### src/rtl/decoder_pkg.sv
// Shared types and helpers for the registered one-hot decoder / scan sequencer.
package decoder_pkg;

  localparam int DEC_MAX_SEL_W = 6;
  localparam int DEC_MAX_OUT_W = 1 << DEC_MAX_SEL_W;

  localparam logic DEC_MODE_DIRECT = 1'b0;
  localparam logic DEC_MODE_SCAN   = 1'b1;

  typedef enum logic [1:0] {
    DEC_IDLE = 2'd0,
    DEC_HOLD = 2'd1,
    DEC_SCAN = 2'd2
  } dec_state_e;

  // Sized for the widest legal decoder; callers truncate to their own width.
  function automatic logic [DEC_MAX_OUT_W-1:0] onehot(input logic [DEC_MAX_SEL_W-1:0] sel);
    return DEC_MAX_OUT_W'(1) << sel;
  endfunction

endpackage

### src/rtl/decoder_dwell_timer.sv
// Dwell counter for the scan sequencer: counts 0..limit, then wraps to 0.
module decoder_dwell_timer #(
  parameter int DWELL_W = 8
) (
  input  logic               clk,
  input  logic               rst,
  input  logic               clear,
  input  logic               load,
  input  logic [DWELL_W-1:0] load_val,
  input  logic               run,
  output logic               tc
);

  logic [DWELL_W-1:0] cnt;
  logic [DWELL_W-1:0] limit;

  // The count stops at limit and restarts, so it can never overflow even at all-ones.
  assign tc = (cnt == limit);

  // NOTE: clocked state uses non-blocking assignments so every flop samples pre-edge values.
  always_ff @(posedge clk) begin
    if (rst || clear) begin
      cnt   <= '0;
      limit <= '0;
    end else if (load) begin
      cnt   <= '0;
      limit <= load_val;
    end else if (run) begin
      cnt <= tc ? '0 : cnt + DWELL_W'(1);
    end
  end

endmodule

### src/rtl/decoder_scan.sv
// Registered one-hot decoder with DIRECT (handshaked select) and SCAN (walking bit) modes.
module decoder_scan
  import decoder_pkg::*;
#(
  parameter  int SEL_W   = 3,
  parameter  int DWELL_W = 8,
  localparam int OUT_W   = 1 << SEL_W
) (
  input  logic               clk,
  input  logic               rst,
  input  logic               enable,
  input  logic               mode,
  input  logic               in_valid,
  input  logic [SEL_W-1:0]   in_sel,
  input  logic               start,
  input  logic               stop,
  input  logic [DWELL_W-1:0] dwell,
  output logic [OUT_W-1:0]   out,
  output logic               out_valid,
  output logic [SEL_W-1:0]   cur_sel,
  output logic               wrap,
  output logic               busy
);

  function automatic logic [OUT_W-1:0] decode(input logic [SEL_W-1:0] s);
    return OUT_W'(onehot(DEC_MAX_SEL_W'(s)));
  endfunction

  dec_state_e       state, state_d;
  logic [OUT_W-1:0] out_d;
  logic [SEL_W-1:0] sel_d;
  logic             wrap_d;
  logic             t_clear, t_load, t_run, t_tc;

  decoder_dwell_timer #(.DWELL_W(DWELL_W)) u_timer (
    .clk      (clk),
    .rst      (rst),
    .clear    (t_clear),
    .load     (t_load),
    .load_val (dwell),
    .run      (t_run),
    .tc       (t_tc)
  );

  always_ff @(posedge clk) begin
    if (rst) begin
      state   <= DEC_IDLE;
      out     <= '0;
      cur_sel <= '0;
      wrap    <= 1'b0;
    end else begin
      state   <= state_d;
      out     <= out_d;
      cur_sel <= sel_d;
      wrap    <= wrap_d;
    end
  end

  // Both flags decode the state register only, so they stay free of input paths.
  assign busy      = (state == DEC_SCAN);
  assign out_valid = (state != DEC_IDLE);

  always_comb begin
    // NOTE: every output of this block gets a default first, so no path can infer a latch.
    state_d = state;
    out_d   = out;
    sel_d   = cur_sel;
    wrap_d  = 1'b0;
    t_clear = 1'b0;
    t_load  = 1'b0;
    t_run   = 1'b0;

    if (!enable) begin
      state_d = DEC_IDLE;
      out_d   = '0;
      sel_d   = '0;
      t_clear = 1'b1;
    end else begin
      unique case (state)
        DEC_IDLE: begin
          if (mode == DEC_MODE_DIRECT && in_valid) begin
            state_d = DEC_HOLD;
            out_d   = decode(in_sel);
            sel_d   = in_sel;
          end else if (mode == DEC_MODE_SCAN && start && !stop) begin
            state_d = DEC_SCAN;
            out_d   = decode('0);
            sel_d   = '0;
            t_load  = 1'b1;
          end
        end
        DEC_HOLD: begin
          if (in_valid) begin
            out_d = decode(in_sel);
            sel_d = in_sel;
          end else if (mode == DEC_MODE_SCAN) begin
            state_d = DEC_IDLE;
            out_d   = '0;
            sel_d   = '0;
          end
        end
        DEC_SCAN: begin
          // Stop outranks the terminal-count advance, which also suppresses wrap.
          if (stop) begin
            state_d = DEC_IDLE;
            out_d   = '0;
            sel_d   = '0;
            t_clear = 1'b1;
          end else begin
            t_run = 1'b1;
            if (t_tc) begin
              sel_d  = cur_sel + SEL_W'(1);
              out_d  = decode(cur_sel + SEL_W'(1));
              wrap_d = &cur_sel;
            end
          end
        end
        default: begin
          state_d = DEC_IDLE;
          out_d   = '0;
          sel_d   = '0;
        end
      endcase
    end
  end

endmodule
### config.mk
export PLATFORM = sky130hd
export DESIGN_NAME = decoder_scan
export DESIGN_NICKNAME = d
export VERILOG_FILES = /design/src/rtl/decoder_pkg.sv /design/src/rtl/decoder_dwell_timer.sv /design/src/rtl/decoder_scan.sv
export SDC_FILE = /design/constraint.sdc
export NUM_CORES = 1
export LEC_CHECK = 0
export CORE_MARGIN = 4
export CORE_UTILIZATION = 46
export DETAILED_ROUTE_END_ITERATION = 8
export PLACE_DENSITY_LB_ADDON = 0.3
export SETUP_SLACK_MARGIN = 0.5
export SLEW_MARGIN = 25
export SYNTH_ARGS = -nofsm -noshare
export SYNTH_HDL_FRONTEND = slang
export SYNTH_SLANG_ARGS = --single-unit
### constraint.sdc
create_clock -name clk -period 1.69 [get_ports clk]
set_input_delay 0.4225 -clock clk [delete_from_list [all_inputs] [get_ports clk]]
set_output_delay 0.4225 -clock clk [all_outputs]
set_load 0.02 [all_outputs]
==> flow_summary.yaml <==
outcome:
  status: "finished with violations"
  violations: "setup timing"
logic_synthesis:
  synth_top_family_by_area: "simple AND/OR/NAND/NOR gates"
  async_flop_share: 0
  synth.net_count: 215
  synthAdderAreaFrac: 0.0522
  ys_ff_latch: 30
  yosysTopAreaCellShare: 0.358
  ys_seq_area_frac: 0.358
  yosysTopAreaCell: "dfxtp_1"
  synth_mux_area_frac: 0.0477
  ys_types: 47
  synth_area_leaders: "dfxtp_1 36%, a21oi_1 6.3%, ha_1 5.2%, xor2_1 5.2%, mux2i_1 4.8%"
  yosys_warnings: 0
  synth_compound_area_frac: 0.188
  synth_area_per_cell_um2: 8.84
  synth_edf_count: 0
  synth_area_mm2: 0.00168
  synth_most_common_cell: "dfxtp_1"
  synth-xor-area-share: 0.0574
  ys.flop_type: "dfxtp_1"
  synth-simple-area-share: 0.247
  synth_cells: 190
  netlist_top_cells_count: "30 x dfxtp_1, 21 x a21oi_1, 17 x nor2_1, 12 x nand2_1, 10 x xor2_1"
drt:
  detail-route-antenna-nets: 0
  vias: 2029
  drt_first_pass_iters: 5
  drt_iter0_drc: 147
  post-route-drc-count: 0
  wl_um: 7720
  wl_per_cell_um: 23.6
  routed_via_density: 6.20
timing:
  setup_tns_ns: -1.09
  timing.fmax_mhz: 544
  post-route-period-util: 1.09
  period_needed_ns: 1.84
  drv_slew: 0
  setup_ws_ns: -0.149
  finClkSkew_ns: 0.0110
  maxSlewHeadroom: 0.695
  finalHoldViolCount: 0
  finalSetupViolations: 17
  rsz0062_at_grt: "yes"
  tightestPinTransition_ns: 0.453
critical_path:
  r2r_slack_ns: -0.15
  arrival_ns: 2.00
  required_ns: 1.86
  startpoint_type: "flip-flop"
  cp_max_fo: 3
  criticalPathCategory: "flip-flop to flip-flop"
  setup.worst_path.end_class: "flip-flop"
  ff2ff_path_depth: 6
power_and_ir_drop:
  vdd_drop_max_uv: 528
  power_mw: 1.76
  p_leak_nw: 1.20
  p_per_area_mw_per_mm2: 585
placement:
  globalplace.congestion: 0.903
  detailed_place_hpwl_um: 3800
  io_buffers: 31
  dpl.cell_count: 301
  dp_slack_ns: -0.549
layout:
  drive_above_1_share: 0.552
  multiInputGateArea_mm2: 0.00134
  fillCellCount: 159
  finish.utilization: 0.873
  nets: 305
  regArea_um2: 636
  n_antenna_cell: 0
  area_growth_pct: 78.9
  stdcell_count: 327
global_routing:
  grt_pass1_wl_um: 9730
  grt_start_max_net_pins: 14
  grt_pass1_vias: 1927
  antenna_found_initial: 0
  overflow: 0
  grtUsageTotal: 0.286
clock_tree:
  clk_path_buf_depth: 2
  clk_pin_slew_ns: 0.07
  cts_hold_buf: 0
  clk_latency_ns: 0.29
  htreeDepth: 2
  cts_root_buf: "clkbuf_8"
  cts_tree: "done"
  cts_made_buffers: 5
  clock_sinks: 30
die:
  dieArea_mm2: 0.00468
  core_area_mm2: 0.00344
  die_y_um: 68.4
  num_rows: 21
  die_x_um: 68.4
  start_util: 0.488
  num_io_pins: 32
worst_hold_path:
  hold_class: "flip-flop to flip-flop"
  hold_path_depth: 2
run:
  maxCapViolations: 0
## cell usage in the layout (no fill, tap or decap), types with 6 or more instances in the layout
cell type        Yosys  routed
nand2_1             12       9
buf_4                3      47
a21oi_1             21      10
inv_1                6       6
nor2_1              17      14
mux2i_1              8       7
nand3_1              8       6
dfxtp_1             30      12
clkbuf_8             0       6
buf_6                2      23
clkdlybuf4s50_1      0      10
dfxtp_2              0      13
a21oi_2              0      10
## report_power, final
part           total [mW]  switching, mW  internal [mW]
Sequential          0.737         0.0179          0.719
Clock               0.617          0.289          0.328
Combinational       0.403          0.199          0.204
Total                1.76          0.505           1.25
## routing by layer
layer	track usage	wire length, µm	share of wire
met1	0.315	2820	0.36
met5	0	0	0
met4	0.136	491	0.064
met2	0.501	3860	0.50
met3	0.0805	552	0.071
## state kept, by name, summed over array words and instances, names as in the netlist
| signal | count |
|---|---|
| out | 8 |
| u_timer.cnt | 8 |
| u_timer.limit | 8 |
| state | 2 |
| cur_sel | 3 |
| wrap | 1 |
## worst paths after layout
check | end | start
setup reg to reg | cur_sel[2] | u_timer.cnt[6]
hold / removal | out[6] | out[6]
hold reg to reg | out[6] | out[6]
setup / recovery | cur_sel[2] | u_timer.cnt[6]
## critical path: stages, from the launching register on
cell and delay [ns]:
dfxtp_1 0.47, xor2_2 0.13, nor4_4 0.39, a21bo_4 0.23
buf_4 0.13, a21oi_1 0.08, a311oi_1 0.29
## kinds of logic after synthesis
family                     count (synthesis)
buffers and inverters                     15
xor gates and xnor gates                  11
and+or+nand+nor                           71
AOI/OAI and AO/OA                         48
muxes                                      8
adders and majority gates                  7
DFF                                       30
## repair_timing
action | CTS | global route
buffers inserted | 10 | 6
gates cloned | 2 | 0
pin swaps | 21 | 13
setup endpoints to repair | 44 | 41
gates resized for setup | 140 | 32
hold endpoints to repair | 0 | 0
## per-stage QoR
step	instance area, µm²	hold slack, ns
floorplan	1800	0.467
global placement	2430	0.484
detailed placement	2430	0.497
CTS	2830	0.505
global route	3000	0.540
finish	3000	0.517
## area by class of cell
type                    count  area share
clock inverters             1     0.00167
repair buffers             91       0.287
well taps                  46      0.0192
clock buffers               7      0.0287
inverters                   6     0.00750
multi-input cells         146       0.444
flip-flops and latches     30       0.212
Note: power is estimated with default switching activity, not from simulation.
